[src/rtl/apb_delay_pkg.sv]
// Shared types and fixed-point constants for the APB scaled delayer.
package apb_delay_pkg;

    // Controller states: idle, slave still working, slave done but stretching.
    typedef enum logic [1:0] {
        ST_IDLE = 2'd0,
        ST_WAIT = 2'd1,
        ST_HOLD = 2'd2
    } dly_state_e;

    // Default number of fractional bits in the clock ratio.
    localparam int unsigned DEF_FRAC_W = 32'd10;

    // Fixed-point 1.0 for the default precision.
    localparam int unsigned ONE = 32'd1 << DEF_FRAC_W;

endpackage

[src/rtl/apb_scaled_delayer_if.sv]
// APB bus bundle; master drives the request, slave drives the response.
interface apb_scaled_delayer_if #(
    parameter int ADDR_W = 32,
    parameter int DATA_W = 32
);
    logic [ADDR_W-1:0]   paddr;
    logic                psel;
    logic                penable;
    logic [2:0]          pprot;
    logic                pwrite;
    logic [DATA_W-1:0]   pwdata;
    logic [DATA_W/8-1:0] pstrb;
    logic                pready;
    logic [DATA_W-1:0]   prdata;
    logic                pslverr;

    modport master (
        output paddr, psel, penable, pprot, pwrite, pwdata, pstrb,
        input  pready, prdata, pslverr
    );

    modport slave (
        input  paddr, psel, penable, pprot, pwrite, pwdata, pstrb,
        output pready, prdata, pslverr
    );
endinterface

[src/rtl/apb_delay_acc.sv]
// Saturating fixed-point accumulate step; splits the result into the
// integer cycle target and the fractional remainder.
module apb_delay_acc #(
    parameter int CNT_W   = 22,
    parameter int FRAC_W  = 10,
    parameter int RATIO_W = 16
) (
    input  logic [CNT_W+FRAC_W-1:0] base_i,
    input  logic [RATIO_W-1:0]      ratio_i,
    output logic [CNT_W+FRAC_W-1:0] acc_o,
    output logic [CNT_W-1:0]        target_o,
    output logic [FRAC_W-1:0]       frac_o,
    output logic                    sat_o
);
    localparam int ACC_W = CNT_W + FRAC_W;

    logic [ACC_W:0] sum_d;

    // Add one ratio step with a carry bit; clamp to all-ones on overflow.
    always_comb begin
        sum_d = {1'b0, base_i} + {{(ACC_W + 1 - RATIO_W){1'b0}}, ratio_i};
        if (sum_d[ACC_W]) begin
            acc_o = {ACC_W{1'b1}};
        end else begin
            acc_o = sum_d[ACC_W-1:0];
        end
    end

    assign target_o = acc_o[ACC_W-1:FRAC_W];
    assign frac_o   = acc_o[FRAC_W-1:0];
    assign sat_o    = &acc_o;

endmodule

[src/rtl/apb_scaled_delayer.sv]
// APB timing scaler: stretches each access phase to ratio x slave cycles,
// carrying the fractional remainder so long-run latency is exact.
module apb_scaled_delayer
    import apb_delay_pkg::*;
#(
    parameter int ADDR_W       = 32,
    parameter int DATA_W       = 32,
    parameter int FRAC_W       = DEF_FRAC_W,
    parameter int RATIO_W      = 16,
    parameter int CNT_W        = 22,
    parameter int KEEP_RESIDUE = 1
) (
    input  logic                 clock,
    input  logic                 reset,
    input  logic [RATIO_W-1:0]   ratio,
    input  logic                 bypass,
    apb_scaled_delayer_if.slave  in_apb,
    apb_scaled_delayer_if.master out_apb,
    output logic                 busy
);
    localparam int ACC_W = CNT_W + FRAC_W;

    dly_state_e         state_q;
    logic [ACC_W-1:0]   acc_q;
    logic [FRAC_W-1:0]  residue_q;
    logic [RATIO_W-1:0] ratio_q;
    logic [CNT_W-1:0]   n_q;
    logic [CNT_W-1:0]   remaining_q;
    logic [DATA_W-1:0]  prdata_q;
    logic               pslverr_q;
    logic               byp_q;

    logic               idle_d;
    logic               access_d;
    logic               bypass_d;
    logic [ACC_W-1:0]   base_d;
    logic [RATIO_W-1:0] step_d;
    logic [CNT_W-1:0]   n_d;
    logic [ACC_W-1:0]   acc_d;
    logic [CNT_W-1:0]   target_d;
    logic [FRAC_W-1:0]  frac_d;
    logic               sat_d;
    logic               complete_d;
    logic               direct_d;
    logic               stretch_d;
    logic [FRAC_W-1:0]  residue_d;
    logic [ADDR_W-1:0]  paddr_d;

    assign idle_d     = (state_q == ST_IDLE);
    assign access_d   = in_apb.psel & in_apb.penable & (state_q != ST_HOLD);
    assign complete_d = access_d & out_apb.pready;
    assign direct_d   = complete_d & (bypass_d | (target_d <= n_d));
    assign stretch_d  = complete_d & ~bypass_d & (target_d > n_d);

    // First access cycle starts from the carried residue and the live
    // ratio/bypass; later cycles continue from the values sampled then.
    always_comb begin
        if (idle_d) begin
            base_d   = {{CNT_W{1'b0}}, residue_q};
            step_d   = ratio;
            bypass_d = bypass;
            n_d      = CNT_W'(1);
        end else begin
            base_d   = acc_q;
            step_d   = ratio_q;
            bypass_d = byp_q;
            if (&n_q) begin
                n_d = n_q;
            end else begin
                n_d = n_q + CNT_W'(1);
            end
        end
    end

    // Remainder kept for the next transaction; dropped once the sum clipped.
    always_comb begin
        if ((KEEP_RESIDUE != 0) && !sat_d) begin
            residue_d = frac_d;
        end else begin
            residue_d = {FRAC_W{1'b0}};
        end
    end

    apb_delay_acc #(
        .CNT_W   (CNT_W),
        .FRAC_W  (FRAC_W),
        .RATIO_W (RATIO_W)
    ) u_acc (
        .base_i   (base_d),
        .ratio_i  (step_d),
        .acc_o    (acc_d),
        .target_o (target_d),
        .frac_o   (frac_d),
        .sat_o    (sat_d)
    );

    // Request passes straight through; select/enable are masked while stretching.
    assign paddr_d         = in_apb.paddr;
    assign out_apb.paddr   = paddr_d;
    assign out_apb.pprot   = in_apb.pprot;
    assign out_apb.pwrite  = in_apb.pwrite;
    assign out_apb.pwdata  = in_apb.pwdata;
    assign out_apb.pstrb   = in_apb.pstrb;
    assign out_apb.psel    = in_apb.psel & (state_q != ST_HOLD);
    assign out_apb.penable = in_apb.penable & (state_q != ST_HOLD);

    // Response: live data on a direct completion, latched data otherwise.
    assign in_apb.pready  = direct_d |
                            ((state_q == ST_HOLD) & in_apb.psel & (remaining_q == CNT_W'(1)));
    assign in_apb.prdata  = direct_d ? out_apb.prdata : prdata_q;
    assign in_apb.pslverr = direct_d ? out_apb.pslverr : pslverr_q;
    assign busy           = (state_q != ST_IDLE);

    // Controller state, accumulator, residue and response latches.
    always_ff @(posedge clock) begin
        if (reset) begin
            state_q     <= ST_IDLE;
            acc_q       <= {ACC_W{1'b0}};
            residue_q   <= {FRAC_W{1'b0}};
            ratio_q     <= {RATIO_W{1'b0}};
            n_q         <= {CNT_W{1'b0}};
            remaining_q <= {CNT_W{1'b0}};
            prdata_q    <= {DATA_W{1'b0}};
            pslverr_q   <= 1'b0;
            byp_q       <= 1'b0;
        end else begin
            case (state_q)
                ST_IDLE, ST_WAIT: begin
                    if (!in_apb.psel) begin
                        // Master abandoned the transfer (or is simply idle).
                        state_q <= ST_IDLE;
                        acc_q   <= {ACC_W{1'b0}};
                    end else if (access_d) begin
                        if (idle_d) begin
                            ratio_q <= ratio;
                            byp_q   <= bypass;
                        end else begin
                            ratio_q <= ratio_q;
                            byp_q   <= byp_q;
                        end
                        n_q <= n_d;
                        if (bypass_d) begin
                            state_q <= out_apb.pready ? ST_IDLE : ST_WAIT;
                        end else if (direct_d) begin
                            state_q   <= ST_IDLE;
                            acc_q     <= {ACC_W{1'b0}};
                            residue_q <= residue_d;
                        end else if (stretch_d) begin
                            state_q     <= ST_HOLD;
                            acc_q       <= {ACC_W{1'b0}};
                            residue_q   <= residue_d;
                            remaining_q <= target_d - n_d;
                            prdata_q    <= out_apb.prdata;
                            pslverr_q   <= out_apb.pslverr;
                        end else begin
                            state_q <= ST_WAIT;
                            acc_q   <= acc_d;
                        end
                    end else begin
                        state_q <= state_q;
                    end
                end
                ST_HOLD: begin
                    if (!in_apb.psel) begin
                        state_q <= ST_IDLE;
                        acc_q   <= {ACC_W{1'b0}};
                    end else if (remaining_q == CNT_W'(1)) begin
                        state_q <= ST_IDLE;
                    end else begin
                        remaining_q <= remaining_q - CNT_W'(1);
                    end
                end
                default: begin
                    state_q <= ST_IDLE;
                    acc_q   <= {ACC_W{1'b0}};
                end
            endcase
        end
    end

endmodule

[src/flat_wrapper.sv]
// flat-port wrapper written by rule: the top's interface ports become plain ports
module apb_scaled_delayer_flat import apb_delay_pkg::*;
#(
    parameter int ADDR_W       = 32,
    parameter int DATA_W       = 32,
    parameter int FRAC_W       = DEF_FRAC_W,
    parameter int RATIO_W      = 16,
    parameter int CNT_W        = 22,
    parameter int KEEP_RESIDUE = 1
)
  (clock, reset, ratio, bypass, busy, in_apb_paddr, in_apb_psel, in_apb_penable, in_apb_pprot, in_apb_pwrite, in_apb_pwdata, in_apb_pstrb, in_apb_pready, in_apb_prdata, in_apb_pslverr, out_apb_paddr, out_apb_psel, out_apb_penable, out_apb_pprot, out_apb_pwrite, out_apb_pwdata, out_apb_pstrb, out_apb_pready, out_apb_prdata, out_apb_pslverr);
  apb_scaled_delayer_if #(.ADDR_W(ADDR_W), .DATA_W(DATA_W)) in_apb_i ();
  apb_scaled_delayer_if #(.ADDR_W(ADDR_W), .DATA_W(DATA_W)) out_apb_i ();
  input  logic clock;
  input  logic reset;
  input  logic [RATIO_W-1:0] ratio;
  input  logic bypass;
  output logic busy;
  input wire logic [$bits(in_apb_i.paddr)-1:0] in_apb_paddr;
  input wire logic [$bits(in_apb_i.psel)-1:0] in_apb_psel;
  input wire logic [$bits(in_apb_i.penable)-1:0] in_apb_penable;
  input wire logic [$bits(in_apb_i.pprot)-1:0] in_apb_pprot;
  input wire logic [$bits(in_apb_i.pwrite)-1:0] in_apb_pwrite;
  input wire logic [$bits(in_apb_i.pwdata)-1:0] in_apb_pwdata;
  input wire logic [$bits(in_apb_i.pstrb)-1:0] in_apb_pstrb;
  output wire logic [$bits(in_apb_i.pready)-1:0] in_apb_pready;
  output wire logic [$bits(in_apb_i.prdata)-1:0] in_apb_prdata;
  output wire logic [$bits(in_apb_i.pslverr)-1:0] in_apb_pslverr;
  output wire logic [$bits(out_apb_i.paddr)-1:0] out_apb_paddr;
  output wire logic [$bits(out_apb_i.psel)-1:0] out_apb_psel;
  output wire logic [$bits(out_apb_i.penable)-1:0] out_apb_penable;
  output wire logic [$bits(out_apb_i.pprot)-1:0] out_apb_pprot;
  output wire logic [$bits(out_apb_i.pwrite)-1:0] out_apb_pwrite;
  output wire logic [$bits(out_apb_i.pwdata)-1:0] out_apb_pwdata;
  output wire logic [$bits(out_apb_i.pstrb)-1:0] out_apb_pstrb;
  input wire logic [$bits(out_apb_i.pready)-1:0] out_apb_pready;
  input wire logic [$bits(out_apb_i.prdata)-1:0] out_apb_prdata;
  input wire logic [$bits(out_apb_i.pslverr)-1:0] out_apb_pslverr;
  assign in_apb_i.paddr = in_apb_paddr;
  assign in_apb_i.psel = in_apb_psel;
  assign in_apb_i.penable = in_apb_penable;
  assign in_apb_i.pprot = in_apb_pprot;
  assign in_apb_i.pwrite = in_apb_pwrite;
  assign in_apb_i.pwdata = in_apb_pwdata;
  assign in_apb_i.pstrb = in_apb_pstrb;
  assign in_apb_pready = in_apb_i.pready;
  assign in_apb_prdata = in_apb_i.prdata;
  assign in_apb_pslverr = in_apb_i.pslverr;
  assign out_apb_paddr = out_apb_i.paddr;
  assign out_apb_psel = out_apb_i.psel;
  assign out_apb_penable = out_apb_i.penable;
  assign out_apb_pprot = out_apb_i.pprot;
  assign out_apb_pwrite = out_apb_i.pwrite;
  assign out_apb_pwdata = out_apb_i.pwdata;
  assign out_apb_pstrb = out_apb_i.pstrb;
  assign out_apb_i.pready = out_apb_pready;
  assign out_apb_i.prdata = out_apb_prdata;
  assign out_apb_i.pslverr = out_apb_pslverr;
  apb_scaled_delayer #(.ADDR_W(ADDR_W), .DATA_W(DATA_W), .FRAC_W(FRAC_W), .RATIO_W(RATIO_W), .CNT_W(CNT_W), .KEEP_RESIDUE(KEEP_RESIDUE)) u_core (.clock(clock), .reset(reset), .ratio(ratio), .bypass(bypass), .in_apb(in_apb_i), .out_apb(out_apb_i), .busy(busy));
endmodule
[config.mk]
export PLATFORM = sky130hd
export DESIGN_NAME = apb_scaled_delayer_flat
export DESIGN_NICKNAME = d
export VERILOG_FILES = /design/src/rtl/apb_delay_pkg.sv /design/src/rtl/apb_scaled_delayer_if.sv /design/src/rtl/apb_delay_acc.sv /design/src/rtl/apb_scaled_delayer.sv /design/src/flat_wrapper.sv
export SDC_FILE = /design/constraint.sdc
export NUM_CORES = 1
export LEC_CHECK = 0
export ABC_AREA = 1
export CORE_MARGIN = 10
export CORE_UTILIZATION = 30
export CTS_BUF_LIST = sky130_fd_sc_hd__clkbuf_8 sky130_fd_sc_hd__clkbuf_16
export CTS_CLUSTER_DIAMETER = 200
export DETAILED_ROUTE_END_ITERATION = 10
export PLACE_DENSITY = 0.52
export SLEW_MARGIN = 5
export SYNTH_ARGS = -nofsm -noshare
export SYNTH_HDL_FRONTEND = slang
export SYNTH_SLANG_ARGS = --single-unit
[constraint.sdc]
create_clock -name clock -period 12.6 [get_ports clock]
set_input_delay 2.52 -clock clock [delete_from_list [all_inputs] [get_ports clock]]
set_output_delay 2.52 -clock clock [all_outputs]
set_load 0.02 [all_outputs]
== After elaboration in Yosys (flattened, before gate mapping) ==
Index checks and enable logic that the tools add are counted.
Widths: inputs -> output; s select.

* Output and inout bits: 109
* Register bits: 138
* Logic and storage cells: 92
* Bits of input ports: 127

* Reductions and logical operators: 13
* Add/sub/neg operators: 4
* Order comparisons: 2
* Equality and inequality tests: 15
* Bitwise logic cells: 14
* Multiplexer cells: 35

{| class="wikitable"
|+ Operators with widths
! kind !! number
|-
| $mux 32 || 9
|-
| $mux 22 || 9
|-
| $pmux 32 s2 || 1
|-
| $pmux 22 s2 || 1
|-
| $add 32x16->33 || 1
|-
| $reduce_and 32->1 || 1
|-
| $mux 10 || 3
|-
| $add 22x1->22 const B || 1
|-
| $eq 22x1->1 const B || 1
|-
| $gt 22x22->1 || 1
|-
| $le 22x22->1 || 1
|-
| $reduce_and 22->1 || 1
|-
| $sub 22x1->22 const B || 1
|-
| $sub 22x22->22 || 1
|-
| $mux 16 || 1
|-
| $mux 2 || 7
|-
| $ne 2x2->1 const B || 7
|-
| $and 1x1->1 || 10
|-
| $reduce_and 8->1 || 1
|-
| $ne 3x3->1 const B || 2
|-
| $reduce_and 3->1 || 2
|-
| $reduce_and 6->1 || 1
|-
| $reduce_bool 2->1 || 3
|-
| $reduce_and 5->1 || 1
|-
| other kinds (11) || 16
|}

== Depth between registers and ports, before layout ==
* Word-level depth: 12
* Mapped depth: 40
* Gate-level depth less buffers: 34

== Hierarchy ==
A second synthesis with hierarchy kept.

* Cell total of the unflattened synthesis: 2022
* Area total of the unflattened synthesis: 12051.6 µm²

{| class="wikitable"
|+ Modules (own cells, without submodules)
! module !! area each (µm²) !! cells each !! seq. area each (µm²) !! instances
|-
| apb_scaled_delayer || 9638.0 || 1531 || 2762.6 || 1
|-
| apb_delay_acc || 2413.6 || 491 || 0.0 || 1
|}

== Least setup slack after synthesis ==
No wires, ideal clock.

* Kind: input-to-output
* From: input port ratio[1]
* To: output port in_apb_prdata[10]
* Stages on the path: 29
* Data required time: 10080 ps
* Arrival time: 6531 ps
* Path buffers: 4
* Slack: 3549 ps
* Cells stage by stage: or2_2 o21ai_0 fa_1 inv_1 nand2_1 nand2_1 nand3_1 nand2_1 nand2_1 nand2_2 nand2_1 buf_2 buf_1 nand2_1 inv_1 ha_1 inv_1 fa_1 inv_1 o21ai_1 a21oi_1 o21ai_2 a21oi_1 o21ai_0 nand2_1 nand2_1 buf_2 buf_2 a21oi_1

* Word-level cells in the longest chain between the ends: 7

{| class="wikitable"
|+ RTL lines
! what !! line !! source
|-
| start: declaration || flat_wrapper.sv:16 || <nowiki>input logic [RATIO_W-1:0] ratio;</nowiki>
|-
| $mux 16 || - ||
|-
| $add 32x16->33 || apb_delay_acc.sv:21 || <nowiki>sum_d = {1'b0, base_i} + {{(ACC_W + 1 - RATIO_W){1'b0}}, ratio_i};</nowiki>
|-
| $mux 32 || apb_delay_acc.sv:22 || <nowiki>if (sum_d[ACC_W]) begin</nowiki>
|-
| $le 22x22->1 || apb_scaled_delayer.sv:52 || <nowiki>assign direct_d = complete_d & (bypass_d | (target_d <= n_d));</nowiki>
|-
| $or 1x1->1 || apb_scaled_delayer.sv:52 ||
|-
| $and 1x1->1 || apb_scaled_delayer.sv:52 ||
|-
| $mux 32 || apb_scaled_delayer.sv:110 || <nowiki>assign in_apb.prdata = direct_d ? out_apb.prdata : prdata_q;</nowiki>
|-
| end: declaration || flat_wrapper.sv:27 || <nowiki>output wire logic [$bits(in_apb_i.prdata)-1:0] in_apb_prdata;</nowiki>
|}

No other way between the ends.

== Worst setup path after layout ==
* From: input port ratio[0]
* To: output port in_apb_prdata[15]

* Word-level cells in the longest chain between the ends: 7

{| class="wikitable"
|+ RTL lines
! what !! line !! source
|-
| $mux 16 || - ||
|-
| via u_core.step_d[0] || apb_scaled_delayer.sv:37 || <nowiki>logic [RATIO_W-1:0] step_d;</nowiki>
|-
| $add 32x16->33 || apb_delay_acc.sv:21 ||
|-
| $mux 32 || apb_delay_acc.sv:22 ||
|-
| $le 22x22->1 || apb_scaled_delayer.sv:52 ||
|-
| $or 1x1->1 || apb_scaled_delayer.sv:52 ||
|-
| $and 1x1->1 || apb_scaled_delayer.sv:52 ||
|-
| $mux 32 || apb_scaled_delayer.sv:110 ||
|}

The timed path passes the listed nets, and every way through them passes these cells.

==> flow_summary.json <==
{
  "synth_top_area_share_pct": 25.5,
  "grt_usage_pct": 15.5,
  "io_pins": 236,
  "synth-edff-count": 0,
  "async_reset_ff_share_pct": 0,
  "num_rows": 69,
  "grt_pass1_wl_mm": 55.8,
  "crit_fanout": 67,
  "hold_viol_final": 0,
  "synth_seq_cells": 138,
  "cts-buffers-inserted": 17,
  "synth_cells": 1816,
  "cts_setup_buffers": 0,
  "fmax_mhz": 92.3,
  "cp.required_ns": 10.08,
  "drv_cap": 0,
  "synth_flop_cell": "dfxtp_1",
  "clock_latency_ns": 0.45,
  "wl_mm": 35.0,
  "peakVddDrop_mv": 0.0926,
  "grt_overflow": 0,
  "cpLargestDelayFamily": "buffers and inverters",
  "slew_headroom_pct": 23.1,
  "synth_top_cell_by_area": "dfxtp_1",
  "yosysWarnings": 0,
  "clock_sinks": 138,
  "slowest_stage": "clkdlybuf4s50_1",
  "post_drt_via_cell_ratio": 4.86,
  "slowest_delay_ns": 0.66,
  "vias": 11000,
  "power-per-cell-area_mw_per_mm2": 114,
  "critical_path_class": "in -> out",
  "crit_path_end_kind": "primary output",
  "diodes": 0,
  "dr.pass1.iters": 6,
  "synthesis.nets": 1986,
  "cts_tree": "built",
  "multiInputGateArea_mm2": 0.00634,
  "grt_max_degree": 78,
  "path_buf_inv": 6,
  "status": "finished clean",
  "routabilityCongestion": 0.906,
  "switching_share_pct": 33.4,
  "finalPower_w": 0.00139,
  "setup_viol": 0,
  "crit_arrival_ns": 8.32,
  "first_iter_violations": 904,
  "fin_setup_tns_ns": 0,
  "hold_path_class": "reg -> reg",
  "cts_hold_buf": 0,
  "syn_avg_cell_area_um2": 5.96,
  "cts_buffer_depth": 2,
  "cp-start-kind": "input pin",
  "design.core.area_mm2": 0.0356,
  "drc": 0,
  "die-area_mm2": 0.0441,
  "seq_power_share_pct": 33.9,
  "fin_crit_ns": 10.84,
  "drtAntennaViolNets": 0,
  "crit_top_cell": "nand2_1",
  "setup_slack_ns": 1.76,
  "place_ws_ns": 1.82,
  "seqCellArea_mm2": 0.00276,
  "antenna_found_initial": 0,
  "skew_ns": 0.0148,
  "whs_ns": 0.459,
  "netlist_top_cells_area": "dfxtp_1, nand2_1, a21oi_1",
  "synth_cell_types": 41,
  "dp_hpwl_mm": 26.4,
  "syn_area_mm2": 0.0108,
  "htree_levels": 4,
  "power_switching_w": 0.000463,
  "clock-root-buffer": "clkbuf_16",
  "internal_power_w": 0.000923,
  "grt_pass1_vias": 10400,
  "drive_above_1_share_pct": 4.48,
  "ys_seq_area_share_pct": 25.5,
  "power_frac_comb_pct": 24.9,
  "leakage_nw": 5.39,
  "p_clk_share_pct": 41.2,
  "path_clk_slew_ns": 0.06,
  "io_buffers": 91,
  "start_util_pct": 30.4,
  "dieHeight_um": 210,
  "period_share_pct": 86.0,
  "nFillCells": 3956,
  "nets": 1967,
  "die-width_um": 210,
  "synthToLayoutAreaGrowth_pct": 12.8,
  "max_slew.worst_pin.slew_ns": 1.15,
  "drv_slew": 0,
  "drt-wirelength-per-cell_um": 15.4,
  "rsz0062_at_grt": "no",
  "cts_resized": 0
}
## tightest hold or removal path: cells and delay by family (launching register included)
kind            cells  cell delay [ns]
flops               1             0.30
compound gates      1             0.06
buf+inv             1             0.06
## placed cells by master, fill, tap and decap left out, drive strengths merged, types with 2 or more instances in the layout
cell,Yosys,layout
o21ai,154,154
a211oi,18,18
nor4,10,10
xor2,15,15
clkbuf,45,18
o211ai,5,5
o21bai,7,7
a32oi,2,2
nand3b,7,7
nor3,21,21
or2,9,9
nor2,242,242
dfxtp,138,138
nand2,442,442
a21oi,194,194
clkdlybuf4s50,0,90
o21a,3,3
fa,2,2
a21o,3,3
inv,240,246
xnor2,7,7
ha,41,41
a31oi,3,3
clkinv,0,3
nand3,88,88
nand4,19,19
bufinv,0,4
buf,95,12
and2,2,2
## cell families (layout without fill, tap and decap cells)
logic type	count (synthesis)	in the layout	share of synthesized area, %
and+or+nand+nor	840	840	32.2
AOI/OAI and AO/OA	393	393	19.3
adders and majority gates	43	43	5.11
DFF	138	138	25.5
xor gates and xnor gates	22	22	1.78
buffers and inverters	380	374	16.1
## path summary, 6_finish.rpt
check / startpoint / to / slack (ns) / depth (start not counted)
worst min register to register: u_core.ratio_q[0] / u_core.ratio_q[0] / 0.46 / 2
worst max-delay path: ratio[0] / in_apb_prdata[15] / 1.76 / 27
worst min-delay path: u_core.ratio_q[0] / u_core.ratio_q[0] / 0.46 / 2
worst max register to register: u_core.state_q[1] / u_core.remaining_q[19] / 6.12 / 24
## cells in the mapped netlist, types with 2 or more instances
master / number
ha_1: 41
clkbuf_1: 45
nor3_1: 20
buf_2: 11
o21ai_2: 2
nand4_1: 19
a32oi_1: 2
o21bai_1: 7
or2_2: 9
fa_1: 2
o21ai_0: 150
nand3_1: 82
and2_1: 2
a21oi_1: 194
o21a_1: 3
buf_1: 6
o21ai_1: 2
a211oi_1: 18
inv_1: 236
inv_2: 4
o211ai_1: 5
xnor2_1: 7
nand3_2: 6
dfxtp_1: 138
nor4_1: 10
a31oi_1: 3
buf_6: 4
nor2_1: 235
a21o_1: 3
buf_4: 74
nand2_2: 3
xor2_1: 15
nand3b_1: 7
nand2_1: 438
nor2_2: 7
## power groups by stage
stage,sequential (W),clock (W),combinational [W]
2_1_floorplan,0.000476,0,0.000267
3_3_place_gp,0.000479,0,0.000343
3_5_place_dp,0.000479,0,0.000345
4_1_cts,0.000470,0.000582,0.000347
5_1_grt,0.000472,0.000600,0.000390
6_report,0.000470,0.000571,0.000345
## routing by layer
metal  vias up  share of wire (%)  global-route usage, %
li1       5725                  -                      -
met1      4978                 47                   20.9
met2       300                 45                   24.2
met3        45                6.1                   3.28
met4         0                1.7                   4.54
met5         -                  0                      0
## per-stage QoR
stage / util (%) / instances / instance area (um^2)
6_report: 34.3 / 2271 / 12200
5_1_grt: 34.3 / 2271 / 12200
4_1_cts: 34.3 / 2271 / 12200
3_5_place_dp: 32.5 / 2239 / 11600
3_3_place_gp: 32.5 / 2239 / 11600
2_1_floorplan: - / 1816 / 10800
## state kept, by name, summed over array words and instances, names as in the netlist
signal and cells:
u_core.prdata_q 32, u_core.n_q 22, u_core.residue_q 10, u_core.state_q 2, u_core.ratio_q 16, u_core.acc_q 32, u_core.pslverr_q 1, u_core.remaining_q 22
u_core.byp_q 1
## cell type report
class,instances,share of cell area (%)
Inverter,240,7.38
Clock buffer,18,3.60
Sequential cell,138,22.6
Timing Repair Buffer,102,8.09
Clock inverter,14,1.70
Multi-Input combinational cell,1298,51.9
Tap cell,461,4.72
(Power assumes the default switching activity.)
